File: src/rtl/fsm_seq_ctrl.sv
// Sequencer that walks the protocol FSM through N IDLE->S1->S2->IDLE transactions,
// checks its {o1,o2,err} feedback and recovers it to IDLE with bounded retries.
module fsm_seq_ctrl #(
    parameter int CNT_W     = 8,
    parameter int TIMEOUT   = 16,
    parameter int MAX_RETRY = 3,
    parameter int RTY_W     = 8
) (
    input  logic             clk,
    input  logic             rst,
    input  logic             start,
    input  logic [CNT_W-1:0] num_txn,
    input  logic             abort,
    input  logic             fb_o1,
    input  logic             fb_o2,
    input  logic             fb_err,
    output logic             drv_i1,
    output logic             drv_i2,
    output logic             busy,
    output logic             done,
    output logic             fail,
    output logic [CNT_W-1:0] txn_done,
    output logic [RTY_W-1:0] retry_total
);

    localparam int TMR_W = (TIMEOUT < 2) ? 1 : $clog2(TIMEOUT);
    localparam int RPT_W = (MAX_RETRY < 1) ? 1 : $clog2(MAX_RETRY + 1);
    localparam logic [TMR_W-1:0] TMR_MAX = TMR_W'(TIMEOUT - 1);
    localparam logic [RPT_W-1:0] RPT_MAX = RPT_W'(MAX_RETRY);

    typedef enum logic [3:0] {
        C_IDLE, GO1, CHK1, GO2, CHK2, GO3, CHK3, RCV_A, RCV_B, C_DONE
    } state_t;

    state_t           state_q, state_d;
    logic [TMR_W-1:0] tmr_q, tmr_d;
    logic [RPT_W-1:0] rpt_q, rpt_d;
    logic [CNT_W-1:0] cnt_q, cnt_d;
    logic [CNT_W-1:0] txn_done_q, txn_done_d;
    logic [RTY_W-1:0] retry_total_q, retry_total_d;
    logic             fail_q, fail_d;
    logic             quit_q, quit_d;
    logic [1:0]       drv_q, drv_d;
    logic             busy_q, busy_d;
    logic             done_q, done_d;

    logic [2:0]       fb;
    logic [2:0]       exp_fb;
    logic [CNT_W-1:0] txn_inc;
    logic             busy_now;
    logic             step_err;

    function automatic logic [RTY_W-1:0] sat_inc_rty(input logic [RTY_W-1:0] v);
        return (&v) ? v : v + 1'b1;
    endfunction

    assign fb       = {fb_o1, fb_o2, fb_err};
    assign txn_inc  = txn_done_q + 1'b1;
    assign busy_now = (state_q != C_IDLE) && (state_q != C_DONE);

    always_comb begin
        exp_fb = 3'b000;
        case (state_q)
            CHK1:    exp_fb = 3'b100;
            CHK2:    exp_fb = 3'b010;
            default: exp_fb = 3'b000;
        endcase
    end

    always_comb begin
        state_d       = state_q;
        tmr_d         = tmr_q;
        rpt_d         = rpt_q;
        cnt_d         = cnt_q;
        txn_done_d    = txn_done_q;
        retry_total_d = retry_total_q;
        fail_d        = fail_q;
        quit_d        = quit_q;
        step_err      = 1'b0;

        // Abort wins over any same-cycle check result; the FSM is still recovered first.
        if (abort && busy_now) begin
            state_d = RCV_A;
            quit_d  = 1'b1;
        end else begin
            case (state_q)
                C_IDLE: begin
                    if (start) begin
                        cnt_d      = num_txn;
                        txn_done_d = '0;
                        rpt_d      = '0;
                        fail_d     = 1'b0;
                        quit_d     = 1'b0;
                        state_d    = (num_txn == '0) ? C_DONE : GO1;
                    end
                end
                GO1: begin
                    state_d = CHK1;
                    tmr_d   = '0;
                end
                GO2: begin
                    state_d = CHK2;
                    tmr_d   = '0;
                end
                GO3: begin
                    state_d = CHK3;
                    tmr_d   = '0;
                end
                CHK1, CHK2, CHK3: begin
                    if (fb == exp_fb) begin
                        if (state_q == CHK1) begin
                            state_d = GO2;
                        end else if (state_q == CHK2) begin
                            state_d = GO3;
                        end else begin
                            txn_done_d = txn_inc;
                            rpt_d      = '0;
                            if (txn_inc == cnt_q) begin
                                state_d = C_DONE;
                                fail_d  = 1'b0;
                            end else begin
                                state_d = GO1;
                            end
                        end
                    end else if (fb_err || (tmr_q == TMR_MAX)) begin
                        step_err = 1'b1;
                    end else begin
                        tmr_d = tmr_q + 1'b1;
                    end
                end
                RCV_A: begin
                    state_d = RCV_B;
                    tmr_d   = '0;
                end
                RCV_B: begin
                    if (fb == 3'b000) begin
                        state_d = quit_q ? C_DONE : GO1;
                        fail_d  = quit_q;
                    end else if (tmr_q == TMR_MAX) begin
                        state_d = C_DONE;
                        fail_d  = 1'b1;
                    end else begin
                        tmr_d = tmr_q + 1'b1;
                    end
                end
                C_DONE:  state_d = C_IDLE;
                default: state_d = C_IDLE;
            endcase

            if (step_err) begin
                state_d = RCV_A;
                if (rpt_q < RPT_MAX) begin
                    rpt_d         = rpt_q + 1'b1;
                    retry_total_d = sat_inc_rty(retry_total_q);
                end else begin
                    quit_d = 1'b1;
                end
            end
        end
    end

    // Outputs are decoded from the next state so they register in step with it.
    always_comb begin
        drv_d = 2'b00;
        case (state_d)
            GO1, GO2: drv_d = 2'b11;
            CHK1:     drv_d = 2'b10;
            CHK2:     drv_d = 2'b01;
            GO3:      drv_d = 2'b10;
            RCV_A:    drv_d = 2'b01;
            default:  drv_d = 2'b00;
        endcase
        busy_d = (state_d != C_IDLE) && (state_d != C_DONE);
        done_d = (state_d == C_DONE);
    end

    always_ff @(posedge clk or negedge rst) begin
        if (!rst) begin
            state_q       <= C_IDLE;
            tmr_q         <= '0;
            rpt_q         <= '0;
            cnt_q         <= '0;
            txn_done_q    <= '0;
            retry_total_q <= '0;
            fail_q        <= 1'b0;
            quit_q        <= 1'b0;
            drv_q         <= 2'b00;
            busy_q        <= 1'b0;
            done_q        <= 1'b0;
        end else begin
            state_q       <= state_d;
            tmr_q         <= tmr_d;
            rpt_q         <= rpt_d;
            cnt_q         <= cnt_d;
            txn_done_q    <= txn_done_d;
            retry_total_q <= retry_total_d;
            fail_q        <= fail_d;
            quit_q        <= quit_d;
            drv_q         <= drv_d;
            busy_q        <= busy_d;
            done_q        <= done_d;
        end
    end

    assign drv_i1      = drv_q[1];
    assign drv_i2      = drv_q[0];
    assign busy        = busy_q;
    assign done        = done_q;
    assign fail        = fail_q;
    assign txn_done    = txn_done_q;
    assign retry_total = retry_total_q;

endmodule

File: config.mk
export PLATFORM = sky130hd
export DESIGN_NAME = fsm_seq_ctrl
export DESIGN_NICKNAME = d
export VERILOG_FILES = /design/src/rtl/fsm_seq_ctrl.sv
export SDC_FILE = /design/constraint.sdc
export NUM_CORES = 1
export LEC_CHECK = 0
export BUFFER_PORTS_ARGS = -buffer_cell sky130_fd_sc_hd__buf_2
export CORE_UTILIZATION = 55
export CTS_CLUSTER_SIZE = 8
export DETAILED_ROUTE_END_ITERATION = 12
export GPL_ROUTABILITY_DRIVEN = 0
export GPL_TIMING_DRIVEN = 0
export PLACE_DENSITY = 0.82
export SLEW_MARGIN = 40
export SYNTH_ARGS = -nofsm -noshare
export SYNTH_HDL_FRONTEND = slang
export SYNTH_SLANG_ARGS = --single-unit
export TNS_END_PERCENT = 10
File: constraint.sdc
create_clock -name clk -period 5.35 [get_ports clk]
set_input_delay 0.2675 -clock clk [delete_from_list [all_inputs] [get_ports clk]]
set_output_delay 0.2675 -clock clk [all_outputs]
set_load 0.005 [all_outputs]
# Word level (Yosys, flattened, before mapping)
# Index checks and enable logic that the tools add are counted.
[totals] regBits=40 inputBits=15 output_inout_bits=21 elab_cells=119
[classes] n_addsub=4 magnitude_cmp=1 n_eq_ne=30 n_mux=48 bitwise=2 reduce_logical=23
[op_table] op="4-bit two-way mux" count=15
[op_table] op="8-bit two-way mux" count=4
[op_table] op="4-bit by 3-bit equality test with 1-bit output, second input constant" count=7
[op_table] op="4-bit one-hot mux with 7 select lines" count=1
[op_table] op="2-bit != test, second input constant" count=9
[op_table] op="8-bit by 1-bit adder with 8-bit output, second input constant" count=2
[op_table] op="4-bit by 2-bit equality test with 1-bit output, second input constant" count=4
[op_table] op="1-bit two-way mux" count=16
[op_table] op="8-bit one-hot mux with 2 select lines" count=1
[op_table] op="8-bit AND reduction" count=2
[op_table] op="4-bit equality test, second input constant" count=3
[op_table] op="2-bit two-way mux" count=6
[op_table] op="4-bit one-hot mux with 3 select lines" count=1
[op_table] op="6-bit AND reduction" count=2
[op_table] op="4-bit by 1-bit equality test with 1-bit output, second input constant" count=2
[op_table] op="8-bit equality test" count=1
[op_table] op="8-bit zero test" count=1
[op_table] op="4-bit != test, second input constant" count=2
[op_table] op="4-bit nonzero test" count=2
[op_table] op="2-bit one-hot mux with 3 select lines" count=1
[op_table] op="3-bit one-hot mux with 2 select lines" count=1
[op_table] op="3-bit nonzero test" count=2
[op_table] op="2-bit OR reduction" count=3
[op_table] op="4-bit by 1-bit adder with 4-bit output, second input constant" count=1
[op_table] op="16 further kinds" count=19

# Logic depth before layout (Yosys ltp)
[logic_depth] word_depth=12 depth_mapped=8 mapped_depth_nobuf=7

# Worst setup path before layout
# No wires, ideal clock.
[synth_path] path_kind="register to register" startpoint="reg txn_done_q[0], in the netlist txn_done[0]" endpoint="reg busy_q, in the netlist busy" setup_time_ns=0.125 arrival_ns=2.173 slack_ns=3.052 stages_incl_launch_ff=8 n_path_buf=0 synth_period_minus_slack_ns=2.298 cell_sequence="dfrtp_1 ha_1 nand3_1 xnor2_1 nand3_1 or4_1 o31ai_4 mux2_4"
[synth_via] elab_chain_len=11 word_cells_on_any_way=12 classes_between="1 x add/sub; 2 x eq/ne; 7 x mux; 2 x reduce/logical"
[synth_rtl] item="start: declaration" line="39" text="logic [CNT_W-1:0] txn_done_q, txn_done_d;"
[synth_rtl] item="start signal: assignment" line="195" text="txn_done_q <= txn_done_d;"
[synth_rtl] item="8-bit by 1-bit adder with 8-bit output (*)" line="58" text="assign txn_inc = txn_done_q + 1'b1;"
[synth_rtl] item="8-bit equality test (*)" line="118" text="if (txn_inc == cnt_q) begin"
[synth_rtl] item="4-bit two-way mux (*)" line="118"
[synth_rtl] item="4-bit two-way mux (*)" line="113" text="end else if (state_q == CHK2) begin"
[synth_rtl] item="4-bit two-way mux (*)" line="111" text="if (state_q == CHK1) begin"
[synth_rtl] item="4-bit two-way mux (*)" line="110" text="if (fb == exp_fb) begin"
[synth_rtl] item="4-bit one-hot mux with 7 select lines (*)" line="86" text="case (state_q)"
[synth_rtl] item="4-bit two-way mux (*)" line="150" text="if (step_err) begin"
[synth_rtl] item="4-bit two-way mux (*)" line="82" text="if (abort && busy_now) begin"
[synth_rtl] item="net state_d[3]" line="35" text="state_t state_q, state_d;"
[synth_rtl] item="4-bit != test or 4-bit nonzero test (tied branches)" line="173" text="busy_d = (state_d != C_IDLE) && (state_d != C_DONE);"
[synth_rtl] item="1-bit logical AND (*)" line="173"
[synth_rtl] item="net busy_d" line="44" text="logic busy_q, busy_d;"
[synth_rtl] item="end signal: assignment" line="200" text="busy_q <= busy_d;"
[synth_rtl] item="end: declaration" line="44"
# Mark *: on every way through the listed nets, which the timed path passes. The rest lies on a longest branch.
# A chain may end at the register's enable or synchronous reset.

# Worst setup path after layout
# Same ends and word-level chain as after synthesis.

==> metrics.md <==
| Metric | Value |
|---|---|
| Status | completed |
| IO Port Bufs | 35 |
| Vias | 1,961 |
| Pwr dens | 426 nW/um2 |
| Register Area | roughly 1000 um2 |
| Total wire length | 5140 um |
| TritonCTS Buffers | 5 |
| Root Driver | clkbuf_8 |
| Total track usage | 0.269 |
| Antenna violations before repair | 0 |
| Post-synthesis adder-cell area fraction | 0.0220 |
| Setup WS pre-CTS | 2.78 ns |
| Multiplexer area fraction after synthesis | 0.0650 |
| Reg2reg start | txn_done[0] |
| Post-Syn Area | around 2300 um2 |
| Share of the synthesized area in the top cell type | 0.441 |
| Post-Synth Simple-Gate Area | 0.218 |
| FMAX | 0.381 GHz |
| Final slew viol count | 0 |
| Setup-failing EPs final | 0 |
| Minimum clock period | 2.62 ns |
| Rows | 22 |
| Post-synthesis xor/xnor area fraction | 0.0732 |
| Clk sinks | 40 |
| Chip width | ~66 um |
| CP endpoint | busy |
| Leakage | roughly 0.0012 uW |
| Number of global-route vias before repair | 1,846 |
| Layout area overhead | 15.2% |
| Post-route clock period utilization | 0.491 |
| First-pass GRT wire length | 8620 um |
| Worst EP required | 5.54 ns |
| DRT iter0 DRCs | 124 |
| Die H | 66.3 um |
| Peak supply drop | 0.253 mV |
| CP endpoint kind | flip-flop |
| Via density | 6.05 |
| Synth Warn # | 0 |
| Post-route setup TNS | 0 ns |
| Final nets | 294 |
| Max-cap violations | 0 |
| Worst reg2reg endpoint | busy |
| DP HPWL | 3680 um |
| IO Count | 36 |
| Final Hold Viols | 0 |
| Fillers | 291 |
| Worst R2R Path Depth | 7 |
| Critical path type | flip-flop to flip-flop |
| Synth top area cells | dfrtp_1 44%, mux2_2 4.5%, xnor2_1 3.9%, nand2_1 3.8%, xor2_1 3.5% |
| DRC | 0 |
| R2R setup slack | 2.73 ns |
| Core area | 3800 um2 |
| HP Class | input port to flip-flop |
| Die area | approximately 4400 um2 |
| TritonCTS clock tree | yes |
| Worst Path Arrival | 2.81 ns |
| Synth area leader | dfrtp_1 |
| Multi-input gate area | 1220 um2 |
| H-Tree Depth | 2 |
| WL/cell | approximately 16 um |
| Final core occ | 0.689 |
| Remaining global-route overflow | 0 |
| Pin count of the biggest net entering global routing | around 40 |
| Rel. slew slack | 0.540 |
| Number of synthesized flops with an enable pin | 0 |
| Final setup margin | 2.73 ns |
| Main combinational cell family by area after synthesis | simple AND/OR/NAND/NOR gates |
| Max clock buf depth | 2 |
| Syn avg cell area | 9.79 um2 |
| Drt pass-1 iters | 4 |
| Share of layout cells above drive strength 1 | 0.228 |
| Post-synthesis compound-gate area fraction | 0.158 |
| Worst-Margin Slew | between 0.6 and 0.7 ns |
| CP Launch Type | flip-flop |
| Share of synthesized registers carrying an async set or reset | 1.00 |
| Critical Path Start | txn_done[0] |
| Worst skew pair latency | around 0.30 ns |
| FF+latch count, synth | 40 |
| Ys flop type | dfrtp_1 |
| Initial Utilization | 0.598 |
| Syn Inst Count | 232 |
| Clock Skew | 0.00642 ns |
| Synth cell types | 50 |
| Syn_nets | 251 |
| Seq/Total Area, Yosys | 0.441 |
| Routed Antenna Nets | 0 |
| CP max FO | 7 |
| Reg clk slew, reported paths | 0.08 ns |
| RSZ-0062 raised after global routing | false |
| Antenna diodes | 0 |
-- cells in the mapped netlist (4+ instances only) --
library cell,number
o21ai_1,7
nor3_1,6
nand2_1,23
nor2_1,19
a21oi_1,6
dfrtp_1,40
clkbuf_1,4
nand2b_1,4
nor2b_1,5
ha_1,4
nand3_1,11
mux2_2,9
o21ai_0,15
nand4_1,4
xor2_1,9
xnor2_1,10
-- where the power goes --
group          total, uW  internal, uW  leakage (uW)  switching (uW)
sequential           476           388      0.000511            88.2
combinational        425           199      0.000613             226
clock                214           104     0.0000434             110
-- cell usage in the layout (no fill, tap or decap), types with 7 or more instances in the layout --
cell type and n:
buf_2 37, nand2_1 23, dfrtp_1 40, nand3_1 11
xor2_1 9, xnor2_1 10, o21ai_0 15, mux2_2 9
o21ai_1 7, nor2_1 19
-- metal layers --
metal / vias up / GRT usage / share of wire
li1: 930 / - / -
met3: 18 / 0.0793 / 0.062
met4: 0 / 0.152 / 0.034
met2: 71 / 0.411 / 0.46
met5: - / 0 / 0
met1: 942 / 0.337 / 0.44
-- state kept, by name, summed over array words and instances, names as in the netlist --
register	count
busy	1
cnt_q	8
retry_total	8
state_q	4
tmr_q	4
drv_q	2
done	1
txn_done	8
fail	1
quit_q	1
rpt_q	2
-- worst max-delay path, stage by stage (launching register included) --
cell	delay [ns]
dfrtp_1	0.46
ha_1	0.27
nand3_1	0.21
xnor2_1	0.23
nand3_1	0.10
or4_1	0.61
o31ai_4	0.31
mux2_4	0.33
-- metrics by stage --
step	instances	hold slack, ns	cell area [um2]	power [uW]
after global placement	315	0.431	2510	879
after CTS	324	0.216	2620	1120
final	324	0.219	2620	1120
after detailed placement	315	0.275	2510	899
after floorplan	232	-0.0281	2270	774
after global routing	324	0.215	2620	1200
-- cells by family after synthesis --
family	count (synthesis)
compound gates	52
flops	40
fa+ha+maj	4
buf+inv	11
xor+xnor	19
simple gates	93
mux	13
-- what timing repair did --
item / in CTS / in global routing
buffers inserted: 0 / 0
endpoints found under the hold margin: 40 / 0
gates resized for setup: 0 / 0
hold buffers: 1 / 0
-- worst min path at each step --
| stage | from | endpoint | slack (ns) | depth (start not counted) |
|---|---|---|---|---|
| floorplan | rst | busy | -0.03 | 0 |
| finish | num_txn[6] | cnt_q[6] | 0.22 | 2 |
| detailed placement | rst | txn_done[4] | 0.27 | 1 |
| global placement | rst | cnt_q[2] | 0.43 | 1 |
| CTS | num_txn[7] | cnt_q[7] | 0.22 | 2 |
| global route | num_txn[3] | cnt_q[3] | 0.21 | 2 |
-- cell type report --
class / instances / share of cell area
timing repair buffer: 36 / 0.0717
clock buffer: 6 / 0.0315
tap: 48 / 0.0229
buffer: 8 / 0.0158
inverter: 3 / 0.00430
multi-input combinational: 181 / 0.466
clock inverter: 2 / 0.00574
sequential: 40 / 0.382
Power figures use the tool's default switching activity.
